**src/rtl/lsu_mem_stage.sv**
```systemverilog
// MEM-stage load/store unit in front of a word-wide RAM with 1-cycle synchronous read.
// Word stores write directly. Byte and halfword stores use read-modify-write.
// Loads return sign- or zero-extended lane data. Bad requests complete with resp_err.
module lsu_mem_stage #(
    parameter int ADDR_W      = 16,
    parameter bit CHECK_RANGE = 1'b1
) (
    input  logic              clk,
    input  logic              rst_n,
    input  logic              req_valid,
    output logic              req_ready,
    input  logic              req_we,
    input  logic [2:0]        req_funct3,
    input  logic [31:0]       req_addr,
    input  logic [31:0]       req_wdata,
    output logic              resp_valid,
    output logic [31:0]       resp_rdata,
    output logic              resp_err,
    output logic [ADDR_W-1:0] ram_addr,
    output logic [31:0]       ram_wdata,
    output logic              ram_wen,
    input  logic [31:0]       ram_rdata
);

    typedef enum logic [1:0] {
        IDLE      = 2'd0,
        LD_DATA   = 2'd1,
        RMW_MERGE = 2'd2,
        RESP      = 2'd3
    } state_t;

    state_t            state_r;
    state_t            state_next_s;
    logic [ADDR_W-1:0] addr_r;
    logic [15:0]       wdata_r;
    logic [2:0]        funct3_r;
    logic              resp_valid_r;
    logic              resp_err_r;
    logic [31:0]       resp_rdata_r;

    logic              accept_s;
    logic              misalign_s;
    logic              illegal_s;
    logic              range_s;
    logic              err_s;
    logic [ADDR_W-1:0] ram_addr_s;
    logic [31:0]       ram_wdata_s;
    logic              ram_wen_s;

    // Replace the byte lane (funct3 SB) or the halfword lane (funct3 SH) of a RAM word.
    function automatic logic [31:0] merge_store(input logic [31:0] word, input logic [1:0] off,
                                                input logic [15:0] data, input logic [2:0] f3);
        logic [31:0] res;
        res = word;
        if (f3[0] == 1'b1) begin
            if (off[1] == 1'b1) res[31:16] = data;
            else                res[15:0]  = data;
        end else begin
            case (off)
                2'd0:    res[7:0]   = data[7:0];
                2'd1:    res[15:8]  = data[7:0];
                2'd2:    res[23:16] = data[7:0];
                default: res[31:24] = data[7:0];
            endcase
        end
        return res;
    endfunction

    // Select the load lane and extend it according to funct3.
    function automatic logic [31:0] extract_load(input logic [31:0] word, input logic [1:0] off,
                                                 input logic [2:0] f3);
        logic [7:0]  b;
        logic [15:0] h;
        logic [31:0] res;
        case (off)
            2'd0:    b = word[7:0];
            2'd1:    b = word[15:8];
            2'd2:    b = word[23:16];
            default: b = word[31:24];
        endcase
        h = (off[1] == 1'b1) ? word[31:16] : word[15:0];
        case (f3)
            3'd0:    res = {{24{b[7]}}, b};
            3'd1:    res = {{16{h[15]}}, h};
            3'd4:    res = {24'd0, b};
            3'd5:    res = {16'd0, h};
            default: res = word;
        endcase
        return res;
    endfunction

    assign accept_s  = (state_r == IDLE) && req_valid;
    assign req_ready = (state_r == IDLE);

    // Classify the incoming request: misalignment, illegal funct3 and out-of-range address.
    always_comb begin
        misalign_s = 1'b0;
        case (req_funct3[1:0])
            2'b01:   misalign_s = req_addr[0];
            2'b10:   misalign_s = (req_addr[1:0] != 2'b00);
            default: misalign_s = 1'b0;
        endcase
        if (req_we) begin
            illegal_s = (req_funct3 > 3'd2);
        end else begin
            illegal_s = (req_funct3 == 3'd3) || (req_funct3 == 3'd6) || (req_funct3 == 3'd7);
        end
        range_s = CHECK_RANGE && (req_addr[31:ADDR_W] != {(32-ADDR_W){1'b0}});
        err_s   = misalign_s || illegal_s || range_s;
    end

    // Next-state selection for the request sequencer.
    always_comb begin
        state_next_s = state_r;
        case (state_r)
            IDLE: begin
                if (accept_s) begin
                    if (err_s)                       state_next_s = RESP;
                    else if (!req_we)                state_next_s = LD_DATA;
                    else if (req_funct3 == 3'd2)     state_next_s = RESP;
                    else                             state_next_s = RMW_MERGE;
                end else begin
                    state_next_s = IDLE;
                end
            end
            LD_DATA:   state_next_s = RESP;
            RMW_MERGE: state_next_s = RESP;
            RESP:      state_next_s = IDLE;
            default:   state_next_s = IDLE;
        endcase
    end

    // RAM port: the live request drives it in IDLE, and the latched address drives it afterwards.
    always_comb begin
        ram_addr_s  = addr_r;
        ram_wdata_s = 32'd0;
        ram_wen_s   = 1'b0;
        case (state_r)
            IDLE: begin
                ram_addr_s  = req_addr[ADDR_W-1:0];
                ram_wdata_s = req_wdata;
                ram_wen_s   = accept_s && req_we && !err_s && (req_funct3 == 3'd2);
            end
            RMW_MERGE: begin
                ram_wdata_s = merge_store(ram_rdata, addr_r[1:0], wdata_r, funct3_r);
                ram_wen_s   = 1'b1;
            end
            default: begin
                ram_wen_s = 1'b0;
            end
        endcase
    end

    assign ram_addr  = ram_addr_s;
    assign ram_wdata = ram_wdata_s;
    // A reset that lands mid read-modify-write must never reach the RAM as a write.
    assign ram_wen   = ram_wen_s && rst_n;

    // State register with synchronous active-low reset.
    always_ff @(posedge clk) begin
        if (!rst_n) state_r <= IDLE;
        else        state_r <= state_next_s;
    end

    // Capture the request fields at acceptance. They are ignored while the unit is busy.
    always_ff @(posedge clk) begin
        if (!rst_n) begin
            addr_r   <= {ADDR_W{1'b0}};
            wdata_r  <= 16'd0;
            funct3_r <= 3'd0;
        end else if (accept_s) begin
            addr_r   <= req_addr[ADDR_W-1:0];
            wdata_r  <= req_wdata[15:0];
            funct3_r <= req_funct3;
        end else begin
            addr_r   <= addr_r;
            wdata_r  <= wdata_r;
            funct3_r <= funct3_r;
        end
    end

    // Registered response: a one-cycle pulse whose data and error clear when it drops.
    always_ff @(posedge clk) begin
        if (!rst_n) begin
            resp_valid_r <= 1'b0;
            resp_err_r   <= 1'b0;
            resp_rdata_r <= 32'd0;
        end else begin
            resp_valid_r <= (state_next_s == RESP);
            resp_err_r   <= accept_s && err_s;
            resp_rdata_r <= (state_r == LD_DATA) ? extract_load(ram_rdata, addr_r[1:0], funct3_r)
                                                 : 32'd0;
        end
    end

    assign resp_valid = resp_valid_r;
    assign resp_err   = resp_err_r;
    assign resp_rdata = resp_rdata_r;

endmodule

```
**config.mk**
```make
export PLATFORM = sky130hd
export DESIGN_NAME = lsu_mem_stage
export DESIGN_NICKNAME = d
export VERILOG_FILES = /design/src/rtl/lsu_mem_stage.sv
export SDC_FILE = /design/constraint.sdc
export NUM_CORES = 1
export LEC_CHECK = 0
export CAP_MARGIN = 15
export CORE_MARGIN = 8
export CORE_UTILIZATION = 45
export CTS_CLUSTER_SIZE = 20
export DETAILED_ROUTE_END_ITERATION = 8
export GPL_TIMING_DRIVEN = 1
export PLACE_DENSITY = 0.87
export SLEW_MARGIN = 5
export SYNTH_ARGS = -nofsm -noshare
export SYNTH_HDL_FRONTEND = slang
export SYNTH_SLANG_ARGS = --single-unit
```
**constraint.sdc**
```tcl
create_clock -name clk -period 5.24 [get_ports clk]
set_clock_uncertainty 0.2 [all_clocks]
set_input_delay 1.048 -clock clk [delete_from_list [all_inputs] [get_ports clk]]
set_output_delay 1.048 -clock clk [all_outputs]
set_load 0.02 [all_outputs]
```
### After elaboration in Yosys (flattened, before gate mapping)

Cells that the tools add are included.

| word-level totals | value |
|---|---|
| input port bits | 103 |
| word-level logic and storage cells | 62 |
| output and inout bits | 84 |
| bits in registers | 71 |

| cells by class | value |
|---|---|
| muxes and demuxes | 20 |
| reduce and logical (&&, ||, !) cells | 19 |
| eq/ne operators | 15 |
| $lt $le $gt $ge | 1 |

Operators with widths:

| cell | number |
|---|---|
| $pmux W32 S4 | 1 |
| $mux W16 | 4 |
| $pmux W32 S2 | 1 |
| $mux W32 | 1 |
| $mux W8 | 4 |
| $pmux W8 S3 | 1 |
| $reduce_bool A16 Y1 | 1 |
| $eq A3 B3 Y1 const B | 4 |
| $eq A2 B2 Y1 const B | 5 |
| $eq A2 B1 Y1 const B | 3 |
| $eq A3 B2 Y1 const B | 2 |
| $logic_and A1 B1 Y1 | 6 |
| $mux W2 | 3 |
| $pmux W2 S3 | 1 |
| $logic_not A2 Y1 | 2 |
| $logic_or A1 B1 Y1 | 4 |
| $pmux W1 S2 | 2 |
| $eq A3 B1 Y1 const B | 1 |
| $gt A3 B2 Y1 const B | 1 |
| $logic_not A3 Y1 | 1 |
| $reduce_or A3 Y1 | 1 |
| $mux W1 | 2 |
| $reduce_and A2 Y1 | 1 |
| $reduce_bool A2 Y1 | 1 |
| other kinds (2) | 2 |

### Logic depth before layout (Yosys ltp)

Gate-level depths: netlist of the first run.

| logic depth | value |
|---|---|
| word-level depth | 11 |
| mapped depth | 8 |
| depth with buffers taken out | 6 |

### Worst setup path before layout of the first run

No wires, ideal clock.

| timing | value |
|---|---|
| path kind | input port to output port |
| start | input req_funct3[0] |
| end | output ram_wen |
| setup slack | 1780 ps |
| data required time | 3992 ps |
| buffers on the path | 0 |
| stages on the path | 5 |
| arrival | 2212 ps |
| cells stage by stage | inv_1 ha_1 o22a_1 a2111oi_4 a32o_1 |

| between the ends | value |
|---|---|
| word-level cells in the longest chain between the ends | 11 |
| elaborated cells on any way between the ends | 18 |
| classes of those cells | order compare (1); eq/ne (6); mux (3); reduce/logical (8) |

Ends and longest elaborated chain:

| what | RTL line | source |
|---|---|---|
| start, declared | 13 | `input logic [2:0] req_funct3,` |
| parallel branches: the longest is 8 deep, another holds $gt A3 B2 Y1 | - |  |
| $logic_and A1 B1 Y1 (*) | 142 | `ram_wen_s = accept_s && req_we && !err_s && (req_funct3 == 3'd2);` |
| $pmux W1 S2 (*) | 138 | `case (state_r)` |
| $logic_and A1 B1 Y1 (*) | 157 | `assign ram_wen = ram_wen_s && rst_n;` |
| end, declared | 21 | `output logic ram_wen,` |

Every way passes the cells marked *.

### Final worst setup path of the first run

Same ends and word-level chain as after synthesis.

==> flow_metrics.env, run 1 <==
export IMPL_timing_fmax_mhz=215.6
export IMPL_startpoint_type="primary input"
export IMPL_ant_nets=0
export IMPL_slew_headroom_pct=46.95
export IMPL_reg2reg_slack_ps=2960
export IMPL_fin_hold_ws_ps=268.6
export IMPL_p_leak_nw=2.341
export IMPL_fin_tns_setup_ps=0
export IMPL_placedInstanceArea_um2=6056
export IMPL_grt_max_degree=41
export IMPL_worst_pin_slew_ps=793.8
export IMPL_grt_pass1_vias=4917
export IMPL_cp_arrival_ps=3390
export IMPL_h_tree_depth=3
export IMPL_portBuffers=186
export IMPL_max_vdd_ir_drop_v=0.0003430
export IMPL_drv_slew=0
export IMPL_place_congestion=0.8502
export IMPL_cp_required_ps=3990
export IMPL_io_pins=187
export IMPL_fp_coreArea_um2=9153
export IMPL_hold_path_class="reg2reg"
export IMPL_crit_cells=7
export IMPL_worstHoldEndpoint="addr_r[10]"
export IMPL_outcome="finished, final reports clean"
export IMPL_numCtsBuffers=9
export IMPL_synth_top_area_share_pct=33.77
export IMPL_power_density_nw_per_um2=439.0
export IMPL_setup_viol=0
export IMPL_period_needed_ps=4638
export IMPL_ys_async_sr_fraction_pct=0
export IMPL_antenna_found_initial=0
export IMPL_post_cts_resized=0
export IMPL_syn_area_um2=4209
export IMPL_cts_sinks=71
export IMPL_clock_path_buffers=2
export IMPL_cts_root_buf="clkbuf_8"
export IMPL_layout_cells_non_filler=829
export IMPL_drv_cap=0
export IMPL_dp_cells=812
export IMPL_area_growth_pct=49.73
export IMPL_cts_hold_buffers=0
export IMPL_drive_above_1_share_pct=8.357
export IMPL_critical_path_most_common_cell="clkdlybuf4s50_1"
export IMPL_ys_seq_area_share_pct=33.77
export IMPL_drc_errors=0
export IMPL_grt_overflow_total=0
export IMPL_synth_fp_nets=665
export IMPL_dp_hpwl_um=11830
export IMPL_synth_edf_count=0
export IMPL_path_class="in2out"
export IMPL_drt_iter0_drc=295
export IMPL_track_usage_pct=23.87
export IMPL_cp_slowest_stage_delay_ps=610
export IMPL_yosysUniqueCellTypes=43
export IMPL_synth_area_per_cell_um2=7.584
export IMPL_ys_flop_type="dfxtp_1"
export IMPL_die_area_um2=12700
export IMPL_start_util_pct=45.99
export IMPL_netlist_instances=555
export IMPL_crit_buf_inv=3
export IMPL_cts_tree="done"
export IMPL_period_share_pct=88.52
export IMPL_min_path_cells=2
export IMPL_clk_latency_ps=360
export IMPL_fin_nets=823
export IMPL_routed_wl_um=15710
export IMPL_hp_start="addr_r[10]"
export IMPL_clkTransAtPathRegs_ps=80
export IMPL_yosysWarnings=0
export IMPL_dr_total_vias=4848
export IMPL_ys_top_cells_by_count="142 x nand2_1, 71 x dfxtp_1, 44 x o21ai_0, 36 x nor2_1, 35 x a21boi_0"
export IMPL_grt_pass1_wl_um=24480
export IMPL_critPathCaptureType="output port"
export IMPL_via_per_inst=5.848
export IMPL_crit_path_max_fanout=5
export IMPL_rsz0062_at_grt="no"
export IMPL_ys_ff_latch=71
export IMPL_rows=35
export IMPL_timing_rr_start="addr_r[1]"
export IMPL_ys_top_cells_by_area="dfxtp_1 34%, nand2_1 13%, a21boi_0 6.2%, o21ai_0 5.2%, mux2_2 4.0%"
export IMPL_slowest_stage="clkdlybuf4s50_1"
export IMPL_firstDrtPassIters=7
export IMPL_yosysMostFrequentCell="nand2_1"
export IMPL_yosys_area_top_type="dfxtp_1"
export IMPL_wl_per_cell_um=18.95
export IMPL_path_cells="clkdlybuf4s50_1 > inv_1 > ha_1 > o22a_1 > a2111oi_4 > a32o_1 > clkdlybuf4s50_1"
export IMPL_reg2reg_depth=3
export IMPL_fin_area_um2=6302
export IMPL_die_w_um=112.7
export IMPL_path_delay_family="buffers and inverters"
export IMPL_diodes=0
export IMPL_hold_viol=0
export IMPL_r2r_end="resp_rdata[10]"
export IMPL_cts_setup_buffers=0
export IMPL_chipHeight_um=112.7
## cell usage in the layout, fill, tap and decap left out, drive strengths merged, types with 2 or more instances in the layout
master,instances
clkdlybuf4s50,186
nand2,142
dfxtp,71
o21ai,44
nor2,38
a21boi,35
inv,25
a31oi,24
mux2,22
a21oi,18
a22o,16
o221ai,16
a221oi,9
clkbuf,9
buf,9
nor3,8
o221a,7
ha,7
nor4,3
nor2b,3
clkinv,3
nand2b,2
nand3,2
and2,2
a41oi,2
bufinv,2
o211ai,2
## layout make-up
class | count | area [um2]
clock buffer | 9 | 123.9
clock inverter | 7 | 95.09
fill | 743 | 2850
inverter | 24 | 90.09
multi-input combinational | 412 | 2482
sequential | 71 | 1423
tap | 111 | 138.9
timing repair buffer | 195 | 1949
## per-stage QoR
stage | power [mW] | util (%) | worst slack [ps]
2_1_floorplan | 1.606 | - | 1780
3_3_place_gp | 2.225 | 66.17 | 667.9
3_5_place_dp | 2.253 | 66.17 | 618.5
4_1_cts | 2.749 | 68.56 | 608.5
5_1_grt | 2.907 | 68.86 | 491.4
6_report | 2.767 | 68.86 | 601.7
## cells by family after synthesis
logic type	share of synthesized area, %
AND/OR/NAND/NOR	20.21
AO/OA/AOI/OAI	30.20
buffers and inverters	7.313
flip-flops	33.77
multiplexers	6.421
adder cells (fa/ha/maj)	2.081
## worst max path at each step
stage | endpoint | startpoint
global placement | ram_wen | req_funct3[0]
global route | ram_wen | req_funct3[0]
finish | ram_wen | req_funct3[0]
CTS | ram_wen | req_funct3[0]
detailed placement | ram_wen | req_funct3[0]
floorplan | ram_wen | req_funct3[0]
## per-layer routing
layer	wire, um	up-vias	global-route usage, %
met5	0	-	0
met4	549	0	11.06
met3	1664	54	9.691
met2	7623	287	40.86
met1	5869	2239	25.15
li1	-	2268	-
## registers in the layout (all words and copies together), names as in the netlist
name and flops:
addr_r 16, resp_rdata 32, resp_err 1, resp_valid 1
wdata_r 16, state_r 2, funct3_r 3
## tightest hold or removal path, delay by kind of cell (launching register included)
family / cells / cell delay (ps)
compound gates: 1 / 60
flops: 1 / 320
simple gates: 1 / 50
## power breakdown
group / leakage, nW / internal, mW / switching [mW] / total, mW
Clock: 0.110 / 0.269 / 0.229 / 0.497
Combinational: 1.65 / 0.702 / 0.887 / 1.59
Sequential: 0.580 / 0.626 / 0.0545 / 0.680
(Power assumes the default switching activity.)
==> inputs of run 2 (changes only) <==
--- a/config.mk
+++ b/config.mk
@@ -6,12 +6,14 @@
 export NUM_CORES = 1
 export LEC_CHECK = 0
 export CAP_MARGIN = 15
+export CELL_PAD_IN_SITES_DETAIL_PLACEMENT = 0
+export CELL_PAD_IN_SITES_GLOBAL_PLACEMENT = 1
 export CORE_MARGIN = 8
-export CORE_UTILIZATION = 45
+export CORE_UTILIZATION = 32
 export CTS_CLUSTER_SIZE = 20
 export DETAILED_ROUTE_END_ITERATION = 8
 export GPL_TIMING_DRIVEN = 1
-export PLACE_DENSITY = 0.87
+export PLACE_DENSITY = 0.89
 export SLEW_MARGIN = 5
 export SYNTH_ARGS = -nofsm -noshare
 export SYNTH_HDL_FRONTEND = slang
==> run 2 against run 1 <==
Compared with the run above:
- core utilization fell by 19 points
- total power rose by 4.1%
- final cell count rose by 7.8%
- register-to-register slack got worse by 240 ps
- sequential share of layout area fell by 0.50 points
- fmax fell by 0.88%
- sequential cell count did not move
- routed wire length rose by 3.7%
- cell area rose by 2.3%
- count of clock-buffer cells in the layout rose by 2
- via count fell by 3.0%
- largest power group unchanged
==> flow_metrics.env, run 2 (synthesis gave the netlist of run 1 again) <==
export IMPL_h_tree_depth=3
export IMPL_cts_setup_buffers=0
export IMPL_ant_nets=0
export IMPL_period_share_pct=89.30
export IMPL_fin_tns_setup_ps=0
export IMPL_cp_required_ps=3990
export IMPL_clk_latency_ps=340
export IMPL_max_vdd_ir_drop_v=0.0003349
export IMPL_dp_cells=878
export IMPL_dr_total_vias=4703
export IMPL_slowest_stage="clkdlybuf4s50_1"
export IMPL_portBuffers=186
export IMPL_rows=42
export IMPL_drc_errors=0
export IMPL_chipHeight_um=130.7
export IMPL_post_cts_resized=0
export IMPL_die_w_um=130.7
export IMPL_mostFrequentLayoutCell="clkdlybuf4s50_1"
export IMPL_p_leak_nw=2.374
export IMPL_cp_arrival_ps=3430
export IMPL_worst_pin_slew_ps=823.2
export IMPL_wl_per_cell_um=18.21
export IMPL_firstDrtPassIters=6
export IMPL_cts_root_buf="clkbuf_16"
export IMPL_cts_sinks=71
export IMPL_die_area_um2=17080
export IMPL_routed_wl_um=16280
export IMPL_grt_pass1_vias=4793
export IMPL_hold_viol=0
export IMPL_path_delay_family="buffers and inverters"
export IMPL_power_density_nw_per_um2=447.0
export IMPL_outcome="finished, final reports clean"
export IMPL_drv_slew=0
export IMPL_slew_headroom_pct=44.98
export IMPL_grt_max_degree=38
export IMPL_setup_viol=0
export IMPL_cts_tree="done"
export IMPL_track_usage_pct=18.80
export IMPL_io_pins=187
export IMPL_critPathCaptureType="output port"
export IMPL_via_per_inst=5.261
export IMPL_path_class="in2out"
export IMPL_cts_hold_buffers=0
export IMPL_grt_overflow_total=0
export IMPL_path_cells="clkdlybuf4s50_1 > inv_1 > ha_1 > o22a_1 > a2111oi_4 > a32o_1 > clkdlybuf4s50_1"
export IMPL_area_growth_pct=53.12
export IMPL_cp_slowest_stage_delay_ps=620
export IMPL_numCtsBuffers=9
export IMPL_timing_fmax_mhz=213.7
export IMPL_fin_nets=823
export IMPL_rsz0062_at_grt="no"
export IMPL_clock_path_buffers=2
export IMPL_antenna_found_initial=1
export IMPL_start_util_pct=32.30
export IMPL_startpoint_type="primary input"
export IMPL_drive_above_1_share_pct=8.229
export IMPL_period_needed_ps=4680
export IMPL_drt_iter0_drc=414
export IMPL_crit_buf_inv=3
export IMPL_drv_cap=0
export IMPL_most_common_layout_cells="186 x clkdlybuf4s50_1, 142 x nand2_1, 70 x dfxtp_1"
export IMPL_clkTransAtPathRegs_ps=50
export IMPL_hold_path_class="reg2reg"
export IMPL_critical_path_most_common_cell="clkdlybuf4s50_1"
export IMPL_largest_reg_flops=32
export IMPL_layout_cells_non_filler=894
export IMPL_place_congestion=0.8410
export IMPL_fp_coreArea_um2=13030
export IMPL_dp_hpwl_um=12450
export IMPL_crit_path_max_fanout=5
export IMPL_grt_pass1_wl_um=24850
run 2: cell count changes in the layout (fill, tap and decap cells not counted), sizes merged:
cell      previous run  this run
inv                 25        24
diode                0         1
clkbuf               9        11
bufinv               2         1
clkinvlp             1         0
run 2: area by class of cell:
class                           count  area (um2)
Fill cell                        1311        6588
Multi-Input combinational cell    412        2482
Timing Repair Buffer              195        1929
Sequential cell                    71        1423
Clock buffer                       11       252.7
Tap cell                          176       220.2
Inverter                           24       90.09
Clock inverter                      4       45.04
Antenna cell                        1       2.502
run 2: path summary, 6_finish.rpt:
path	slack, ps	end	cells after the start	startpoint
max	560	ram_wen	7	req_funct3[0]
min	270	addr_r[3]	2	addr_r[3]
max reg2reg	2720	addr_r[0]	6	state_r[0]
min reg2reg	270	addr_r[3]	2	addr_r[3]
run 2: metal layers:
metal | wire length (um) | share of wire, % | vias to the layer above | global-route usage, %
met5 | 0 | 0 | - | 0
met4 | 560 | 3.4 | 0 | 8.103
met3 | 1604 | 9.9 | 39 | 7.062
met2 | 7856 | 48 | 216 | 32.25
met1 | 6262 | 38 | 2176 | 20.37
li1 | - | - | 2272 | -
run 2: tightest hold or removal path: stages, from the launching register on:
cell	delay, ps
dfxtp_1	310
nand2_1	50
a21boi_0	70
run 2: per-stage QoR:
| stage | setup WS [ps] | total power, mW | utilization, % | hold slack, ps | instance area, um2 |
|---|---|---|---|---|---|
| after floorplan | 1780 | 1.606 | - | 241.0 | 4209 |
| final | 560.4 | 2.881 | 49.45 | 268.1 | 6445 |
| after detailed placement | 568.7 | 2.275 | 47.15 | 260.5 | 6145 |
| after global placement | 649.2 | 2.257 | 47.15 | 251.5 | 6145 |
| after CTS | 560.1 | 2.901 | 49.43 | 268.6 | 6442 |
| after global routing | 447.5 | 3.044 | 49.45 | 294.7 | 6445 |
run 2: power breakdown:
| group | internal, mW | switching (mW) | total (mW) |
|---|---|---|---|
| Clock | 0.389 | 0.225 | 0.614 |
| Combinational | 0.692 | 0.894 | 1.59 |
| Sequential | 0.627 | 0.0544 | 0.681 |
